## config.mk

```make
export PLATFORM = sky130hd
export DESIGN_NAME = instr_fetch_flat
export DESIGN_NICKNAME = d
export VERILOG_FILES = /design/src/rtl/instr_fetch_pkg.sv /design/src/rtl/instr_fetch_if.sv /design/src/rtl/instr_fetch_pc_next.sv /design/src/rtl/instr_fetch.sv /design/src/flat_wrapper.sv
export SDC_FILE = /design/constraint.sdc
export NUM_CORES = 1
export LEC_CHECK = 0
export CAP_MARGIN = 20
export CORE_MARGIN = 2
export CORE_UTILIZATION = 45
export DETAILED_ROUTE_END_ITERATION = 16
export GPL_TIMING_DRIVEN = 0
export PLACE_DENSITY = 0.83
export SYNTH_ARGS = -nofsm -noshare
export SYNTH_HDL_FRONTEND = slang
export SYNTH_HIERARCHICAL = 1
export SYNTH_SLANG_ARGS = --single-unit
```

## constraint.sdc

```tcl
create_clock -name Clk -period 2.2 [get_ports Clk]
set_input_delay 0.55 -clock Clk [delete_from_list [all_inputs] [get_ports Clk]]
set_output_delay 0.55 -clock Clk [all_outputs]
set_load 0.02 [all_outputs]
```

## src/rtl/instr_fetch_pkg.sv

```systemverilog
// Shared types and widths for the instruction-fetch block.
// No logic; constants only.
package instr_fetch_pkg;

    localparam int PC_W_DEFAULT = 12;
    localparam int CNT_W        = 16;

    typedef enum logic [1:0] {
        IDLE = 2'd0,
        RUN  = 2'd1,
        HALT = 2'd2
    } state_t;

endpackage

```

## src/rtl/instr_fetch_if.sv

```systemverilog
// Control/status bundle between the sequencer and the fetch unit.
// Pure wiring; the slave modport is the fetch unit's view.
interface instr_fetch_if
    import instr_fetch_pkg::*;
#(
    parameter int D = PC_W_DEFAULT
);
    logic             Start;
    logic             Stall;
    logic             BranchEn;
    logic             Taken;
    logic [D-1:0]     Target;
    logic             HaltReq;
    logic [D-1:0]     PC;
    logic             FetchValid;
    logic             Done;
    logic [CNT_W-1:0] InstrCnt;

    modport master (
        output Start, Stall, BranchEn, Taken, Target, HaltReq,
        input  PC, FetchValid, Done, InstrCnt
    );

    modport slave (
        input  Start, Stall, BranchEn, Taken, Target, HaltReq,
        output PC, FetchValid, Done, InstrCnt
    );
endinterface

```

## src/rtl/instr_fetch_pc_next.sv

```systemverilog
// Next-PC selection while running: halt > stall > taken branch > PC+1.
// Combinational, zero latency; adv_o marks a real PC advance. Macro: BRANCH_REL_EN.
module pc_next
    import instr_fetch_pkg::*;
#(
    parameter int D = PC_W_DEFAULT
) (
    input  logic [D-1:0] pc_i,
    input  logic         halt_i,
    input  logic         stall_i,
    input  logic         br_en_i,
    input  logic         taken_i,
    input  logic [D-1:0] target_i,
    output logic [D-1:0] pc_nxt_o,
    output logic         adv_o
);
    localparam logic [D-1:0] PC_ONE = D'(1);

    always_comb begin
        pc_nxt_o = pc_i;
        adv_o    = 1'b0;
        if (halt_i || stall_i) begin
            pc_nxt_o = pc_i;
        end else if (br_en_i && taken_i) begin
`ifdef BRANCH_REL_EN
            // Target is two's complement; D-bit add gives the modulo wrap for free
            pc_nxt_o = pc_i + target_i;
`else
            pc_nxt_o = target_i;
`endif
            adv_o    = 1'b1;
        end else begin
            pc_nxt_o = pc_i + PC_ONE;
            adv_o    = 1'b1;
        end
    end
endmodule

```

## src/rtl/instr_fetch.sv

```systemverilog
// Program counter sequencer with IDLE/RUN/HALT control and saturating advance count.
// All outputs registered, one cycle from inputs; Stall holds the PC. Macro: BRANCH_REL_EN.
module instr_fetch
    import instr_fetch_pkg::*;
#(
    parameter int           D          = PC_W_DEFAULT,
    parameter logic [D-1:0] START_ADDR = '0
) (
    input  logic        Clk,
    input  logic        Reset,
    instr_fetch_if.slave bus
);
    localparam logic [CNT_W-1:0] CNT_MAX = '1;
    localparam logic [CNT_W-1:0] CNT_ONE = CNT_W'(1);

    state_t           state_q, state_d;
    logic [D-1:0]     pc_q, pc_d;
    logic [CNT_W-1:0] cnt_q, cnt_d;
    logic [D-1:0]     pc_nxt;
    logic             pc_adv;

    pc_next #(.D(D)) u_pc_next (
        .pc_i     (pc_q),
        .halt_i   (bus.HaltReq),
        .stall_i  (bus.Stall),
        .br_en_i  (bus.BranchEn),
        .taken_i  (bus.Taken),
        .target_i (bus.Target),
        .pc_nxt_o (pc_nxt),
        .adv_o    (pc_adv)
    );

    always_ff @(posedge Clk) begin
        if (Reset) begin
            state_q <= IDLE;
            pc_q    <= START_ADDR;
            cnt_q   <= '0;
        end else begin
            state_q <= state_d;
            pc_q    <= pc_d;
            cnt_q   <= cnt_d;
        end
    end

    always_comb begin
        state_d = state_q;
        case (state_q)
            IDLE:    if (bus.Start)   state_d = RUN;
            RUN:     if (bus.HaltReq) state_d = HALT;
            HALT:    if (bus.Start)   state_d = RUN;
            default:                  state_d = IDLE;
        endcase
    end

    always_comb begin
        pc_d  = pc_q;
        cnt_d = cnt_q;
        case (state_q)
            RUN: begin
                pc_d = pc_nxt;
                if (pc_adv && (cnt_q != CNT_MAX)) cnt_d = cnt_q + CNT_ONE;
            end
            // Restart from HALT rewinds; Start in IDLE keeps the reset PC
            HALT: if (bus.Start) begin
                pc_d  = START_ADDR;
                cnt_d = '0;
            end
            default: ;
        endcase
    end

    assign bus.PC         = pc_q;
    assign bus.InstrCnt   = cnt_q;
    assign bus.FetchValid = (state_q == RUN);
    assign bus.Done       = (state_q == HALT);
endmodule

```

## src/flat_wrapper.sv

```systemverilog
// flat-port wrapper written by rule: the top's interface ports become plain ports
module instr_fetch_flat import instr_fetch_pkg::*;
#(
    parameter int           D          = PC_W_DEFAULT,
    parameter logic [D-1:0] START_ADDR = '0
)
  (Clk, Reset, bus_Start, bus_Stall, bus_BranchEn, bus_Taken, bus_Target, bus_HaltReq, bus_PC, bus_FetchValid, bus_Done, bus_InstrCnt);
  instr_fetch_if #(.D(D)) bus_i ();
  input  logic Clk;
  input  logic Reset;
  input wire logic [$bits(bus_i.Start)-1:0] bus_Start;
  input wire logic [$bits(bus_i.Stall)-1:0] bus_Stall;
  input wire logic [$bits(bus_i.BranchEn)-1:0] bus_BranchEn;
  input wire logic [$bits(bus_i.Taken)-1:0] bus_Taken;
  input wire logic [$bits(bus_i.Target)-1:0] bus_Target;
  input wire logic [$bits(bus_i.HaltReq)-1:0] bus_HaltReq;
  output wire logic [$bits(bus_i.PC)-1:0] bus_PC;
  output wire logic [$bits(bus_i.FetchValid)-1:0] bus_FetchValid;
  output wire logic [$bits(bus_i.Done)-1:0] bus_Done;
  output wire logic [$bits(bus_i.InstrCnt)-1:0] bus_InstrCnt;
  assign bus_i.Start = bus_Start;
  assign bus_i.Stall = bus_Stall;
  assign bus_i.BranchEn = bus_BranchEn;
  assign bus_i.Taken = bus_Taken;
  assign bus_i.Target = bus_Target;
  assign bus_i.HaltReq = bus_HaltReq;
  assign bus_PC = bus_i.PC;
  assign bus_FetchValid = bus_i.FetchValid;
  assign bus_Done = bus_i.Done;
  assign bus_InstrCnt = bus_i.InstrCnt;
  instr_fetch #(.D(D), .START_ADDR(START_ADDR)) u_core (.Clk(Clk), .Reset(Reset), .bus(bus_i));
endmodule
```

==> flow_metrics.tcl, run 1 <==
set metrics [dict create \
    holdPathEnd "u_core/bus.InstrCnt[15]$_SDFFE_PP0P_" \
    diodes 0 \
    route.vias.total 2247 \
    final_cell_mix "46 x clkdlybuf4s50_1, 30 x dfxtp_1, 29 x a21oi_1" \
    core_sq_um 4290 \
    layout_setup_ws_ps 114 \
    synth.area.top_cells "dfxtp_1 31%, a21oi_1 7.9%, nor2_1 5.3%" \
    hold_violations 0 \
    fin_area_sq_um 2710 \
    routabilityCongestion 0.848 \
    clkSinkCount 30 \
    area_growth_pct 37.7 \
    numCtsBuffers 5 \
    layout.nets 336 \
    ys.flop_type "dfxtp_1" \
    r2r_setup_slack_ps 130 \
    ys_types 54 \
    placed_area_sq_um 2510 \
    reg2reg_to "u_core/bus.InstrCnt[11]$_SDFFE_PP0P_" \
    portBuffers 48 \
    grt_pass1_wl_microns 9340 \
    combPwrFrac 0.205 \
    async_flop_share 0 \
    antenna_found_initial 0 \
    p_sw_frac 0.286 \
    cp-start-kind "input pin" \
    hold_class "register to register" \
    status "complete, no violations" \
    slowest_delay_ps 430 \
    core.rowCount 24 \
    root_buffer "clkbuf_8" \
    grt_pass1_vias 2004 \
    dieArea_sq_um 4920 \
    grtUsageTotal 0.233 \
    postLayoutCoreUtil 0.631 \
    ioPinCount 49 \
    cts_max_path_buffers 2 \
    drc 0 \
    syn-num-nets 280 \
    syn_inst 259 \
    drtAntennaViolNets 0 \
    postCtsHoldBufs 0 \
    synth_top_area_frac 0.305 \
    path_cells "clkdlybuf4s50_1 > or2_1 > buf_6 > inv_6 > o2bb2ai_2 > o31ai_4 > buf_6 > o211ai_1 > o21ai_0" \
    yosys_register_bits 30 \
    setup_viol_count_final 0 \
    clk_pin_slew_ps 70 \
    final_common_cell "clkdlybuf4s50_1" \
    cp_common_cell "buf_6" \
    drive_gt1_frac 0.146 \
    drt-pass1-iter-count 5 \
    r2r_start "u_core/bus.InstrCnt[0]$_SDFFE_PP0P_" \
    critPathCaptureType "register" \
    fin_crit_sh 0.948 \
    hpwl_microns 3910 \
    seqPwrFrac 0.425 \
    power.leakage_uw 0.000936 \
    syn_area_sq_um 1970 \
    final_max_slew_viol_count 0 \
    syn_avg_cell_area_sq_um 7.60 \
    crit_type "input pin to register" \
    finalCriticalPeriod_ps 2090 \
    viasPerCell 6.11 \
    ir_worst_vdd_v 0.000366 \
    max_clock_freq_ghz 0.479 \
    synth-edff-count 0 \
    holdPathStages 1 \
    cts_max_level 2 \
    dr.first_iter.drc_count 308 \
    netSwitchingPower_uw 406 \
    wl_per_cell_microns 15.3 \
    crit_start "bus_HaltReq" \
    worst_pin_slew_ps 751 \
    grt_max_degree 12 \
    cts_tree "done" \
    routed_wl_microns 5640 \
    rsz0062_at_grt "true" \
    cp_data_arrival_time_ps 2250 \
    die_w_microns 70.1 \
    crit_required_ps 2360 \
    crit_slowest_cell "clkdlybuf4s50_1" \
    pre_cts_slack_ps -342 \
    clkPwrFrac 0.370 \
    start_util 0.458 \
    reg2reg_depth 7 \
    yosys_warnings 6 \
    grt_overflow 0 \
    drv_cap 0 \
    skew_ps 4.18 \
    worstSkewPairLatency_ps 280 \
    worst-path-max-fanout 11 \
    die_h_microns 70.1 \
    yosysTopAreaCell "dfxtp_1" \
    power.density_nw_per_um2 524 \
    relSlewSlack 0.495 \
    fin_hold_ws_ps 507 \
    p_int_uw 1010 \
    hp-start "u_core/bus.InstrCnt[15]$_SDFFE_PP0P_" \
    yosysSeqAreaShare 0.305 \
]
[critical path, delay by kind of cell]
kind | cells | cell delay, ps
buffers and inverters | 4 | 850
AO/OA/AOI/OAI | 4 | 610
AND/OR/NAND/NOR | 1 | 230
[power groups by stage]
stage	sequential [uW]	combinational [uW]	clock (uW)
4_1_cts	602	268	536
3_3_place_gp	613	262	0
3_5_place_dp	614	266	0
6_report	604	291	526
2_1_floorplan	627	137	0
5_1_grt	608	314	558
[cells in the mapped netlist (all sizes together) (2+ instances only)]
library cell / count
a21oi: 31
dfxtp: 30
nor2: 28
nand2: 24
inv: 16
nand3: 13
o21ai: 13
a2111oi: 10
clkbuf: 8
nor3: 8
o211ai: 8
buf: 7
nand4: 5
o22ai: 5
o31ai: 5
a2bb2oi: 4
and3: 4
a221o: 3
o41ai: 3
or2: 3
or3: 3
a21o: 2
a31oi: 2
and2: 2
clkinv: 2
ha: 2
o311ai: 2
o31a: 2
o32ai: 2
[routing by layer]
layer,global-route usage,up-vias,share of wire
met5,0,-,0
met4,0.0598,0,0.013
met3,0.0505,11,0.080
met2,0.347,110,0.45
met1,0.341,1038,0.46
li1,-,1088,-
[sequential cells by signal (all words and copies together), names as in the netlist]
register             count
u_core/bus.InstrCnt     16
u_core/bus.PC           12
u_core/state_q           2
[per-stage QoR]
step,setup TNS [ps],total power (uW),std cells
global route,-68.6,1480,368
CTS,0,1410,367
detailed placement,-4940,880,359
floorplan,0,764,259
global placement,-4380,875,359
finish,0,1420,368
[worst max-delay path by stage]
stage                                                 endpoint  cells after the start  slack, ps
final                     u_core/bus.InstrCnt[13]$_SDFFE_PP0P_                      9        110
after global routing             u_core/bus.PC[8]$_SDFFE_PP0P_                      8        -50
after CTS                        u_core/bus.PC[8]$_SDFFE_PP0P_                      8          8
after detailed placement         u_core/bus.PC[9]$_SDFFE_PP0P_                      9       -340
after global placement           u_core/bus.PC[9]$_SDFFE_PP0P_                      9       -340
after floorplan                  u_core/bus.PC[9]$_SDFFE_PP0P_                      8        300
[layout make-up]
class                      count  area, sq um
fill                         372         1580
multi-input combinational    196         1260
sequential                    30          601
timing repair buffer          49          489
clock buffer                   8          110
buffer                        15         92.6
inverter                      18         88.8
tap                           52         65.1
[cells by family after synthesis]
kind of cell,share of synthesized area
fa+ha+maj,0.0127
mux,0.00509
simple gates,0.245
buf+inv,0.0884
compound gates,0.343
flops,0.305
[timing repair]
item                       CTS  global route
setup buffers                0             1
setup endpoints to repair    2            20
gates resized for setup      2            26
pin swaps                    1             2
Power figures use the tool's default switching activity.
==> run 2, diff against run 1 <==
--- a/config.mk
+++ b/config.mk
@@ -6,7 +6,7 @@
 export NUM_CORES = 1
 export LEC_CHECK = 0
 export CAP_MARGIN = 20
-export CORE_MARGIN = 2
+export CORE_MARGIN = 4
 export CORE_UTILIZATION = 45
 export DETAILED_ROUTE_END_ITERATION = 16
 export GPL_TIMING_DRIVEN = 0
==> run 2 against run 1 <==
  * Setup slack got worse by 27 ps
  * Count of clock-buffer cells in the layout decreased by 2
  * Power down 4.0%
  * Sequential share of layout area is 0.098 points higher
  * Register-to-register slack better by 80 ps
  * Sequential power about the same
  * Largest cell class unchanged
==> flow_metrics.tcl, run 2 (synthesis results as in run 1) <==
set metrics [dict create \
    stdcell_count 367 \
    final_max_slew_viol_count 0 \
    reg2reg_to "u_core/bus.PC[4]$_SDFFE_PP0P_" \
    reg2reg_depth 8 \
    max_clock_freq_ghz 0.473 \
    clk_pin_slew_ps 70 \
    layout.nets 337 \
    final_common_cell "clkdlybuf4s50_1" \
    dieArea_sq_um 5500 \
    rsz0062_at_grt "false" \
    cts_max_path_buffers 2 \
    r2r_setup_slack_ps 210 \
    portBuffers 48 \
    dp.cells 357 \
    grt_pass1_vias 2016 \
    antenna_found_initial 0 \
    ioPinCount 49 \
    fin_crit_sh 0.961 \
    status "complete, no violations" \
    routed_wl_microns 6000 \
    postLayoutCoreUtil 0.657 \
    grt_pass1_wl_microns 9470 \
    dr.first_iter.drc_count 240 \
    power.leakage_uw 0.000932 \
    root_buffer "clkbuf_8" \
    route.vias.total 2251 \
    cp-start-kind "input pin" \
    finalCriticalPeriod_ps 2110 \
    setup_viol_count_final 0 \
    num-fill-cells 361 \
    drc 0 \
    die_h_microns 74.1 \
    drt-pass1-iter-count 4 \
    cts_max_level 2 \
    numCtsBuffers 5 \
    worst-path-max-fanout 11 \
    cts_tree "done" \
    clkSinkCount 30 \
    grt_overflow 0 \
    power.density_nw_per_um2 504 \
    drv_cap 0 \
    skew_ps 10.0 \
    drive_gt1_frac 0.148 \
    worstSkewPairLatency_ps 280 \
    grtUsageTotal 0.218 \
    total_power_uw 1360 \
    diodes 0 \
    hpwl_microns 4110 \
    drtAntennaViolNets 0 \
    worst_pin_slew_ps 715 \
    hold_violations 0 \
    crit_type "input pin to register" \
    relSlewSlack 0.520 \
    viasPerCell 6.13 \
    final_cell_mix "46 x clkdlybuf4s50_1, 29 x a21oi_1, 29 x dfxtp_1" \
    crit_start "bus_HaltReq" \
    core.rowCount 23 \
    critPathCaptureType "register" \
    ir_worst_vdd_v 0.000407 \
    endpoint "u_core/bus.PC[9]$_SDFFE_PP0P_" \
    wl_per_cell_microns 16.3 \
    postCtsHoldBufs 0 \
    start_util 0.478 \
    grt_max_degree 12 \
    crit_required_ps 2380 \
    die_w_microns 74.1 \
    register_area_sq_um 602 \
    r2r_start "u_core/bus.PC[0]$_SDFFE_PP0P_" \
    hold_class "register to register" \
    largest_register_ffs 16 \
    core_sq_um 4120 \
    multiInputGateArea_sq_um 1270 \
    hp-start "u_core/bus.InstrCnt[15]$_SDFFE_PP0P_" \
    routabilityCongestion 0.902 \
    area_growth_pct 37.4 \
    cp_data_arrival_time_ps 2300 \
]
==> run 2: changes by cell type in the layout (fill, tap and decap cells not counted), sizes merged <==
cell      previous run  this run
buf                  8         9
clkbuf              16        14
clkinv               1         2
clkinvlp             1         2
==> run 2: report_power, final <==
part / internal, uW / switching (uW)
sequential: 565 / 37.4
combinational: 135 / 158
clock: 251 / 218
==> run 2: worst min path at each step <==
stage                                           endpoint  slack [ps]  cells after the start
finish              u_core/bus.InstrCnt[15]$_SDFFE_PP0P_         520                      1
global route        u_core/bus.InstrCnt[15]$_SDFFE_PP0P_         540                      1
CTS                  u_core/bus.InstrCnt[1]$_SDFFE_PP0P_         510                      2
detailed placement   u_core/bus.InstrCnt[1]$_SDFFE_PP0P_         500                      2
global placement     u_core/bus.InstrCnt[1]$_SDFFE_PP0P_         490                      2
floorplan                 u_core/state_q[0]$_SDFFE_PP0P_         540                      3
==> run 2: through the flow <==
stage / hold WS (ps) / instance area [sq um] / setup TNS [ps] / worst slack [ps]
global route: 537 / 2700 / 0 / 15.8
global placement: 495 / 2510 / -4090 / -279
floorplan: 544 / 1970 / 0 / 298
CTS: 512 / 2610 / 0 / 16.4
finish: 517 / 2700 / 0 / 86.1
detailed placement: 502 / 2510 / -4890 / -331
==> run 2: repair_timing <==
action                                  4_1_cts  5_1_grt
setup buffers                                 0        2
gates resized for setup                       2       25
pin swaps                                     1        0
cloned                                        0        0
endpoints found under the setup margin        3       20
==> run 2: critical path, cell delays in order <==
cell	delay (ps)
clkdlybuf4s50_1	440
or2_1	230
buf_6	140
inv_6	100
nand2_2	90
o41ai_2	290
a221o_1	170
nor2_1	60
a2111oi_2	220
==> run 2: routing by layer <==
metal | global-route usage | share of wire | wire length [microns]
met5 | 0 | 0 | 0
met4 | 0.0805 | 0.015 | 91
met3 | 0.0405 | 0.079 | 476
met2 | 0.335 | 0.48 | 2860
met1 | 0.305 | 0.43 | 2570
==> run 2: final cells by class <==
type | instances | area share
inverters | 18 | 0.0329
clock buffers | 6 | 0.0305
clock inverters | 2 | 0.00463
plain buffers | 15 | 0.0342
flip-flops and latches | 30 | 0.223
repair buffers | 50 | 0.184
well taps | 50 | 0.0231
multi-input cells | 196 | 0.468
==> run 3, diff against run 2 <==
--- a/config.mk
+++ b/config.mk
@@ -6,7 +6,7 @@
 export NUM_CORES = 1
 export LEC_CHECK = 0
 export CAP_MARGIN = 20
-export CORE_MARGIN = 4
+export CORE_MARGIN = 2
 export CORE_UTILIZATION = 45
 export DETAILED_ROUTE_END_ITERATION = 16
 export GPL_TIMING_DRIVEN = 0
==> results of run 3 <==
Same layout as run 1: the final DEF is identical, and so are final timing and power.
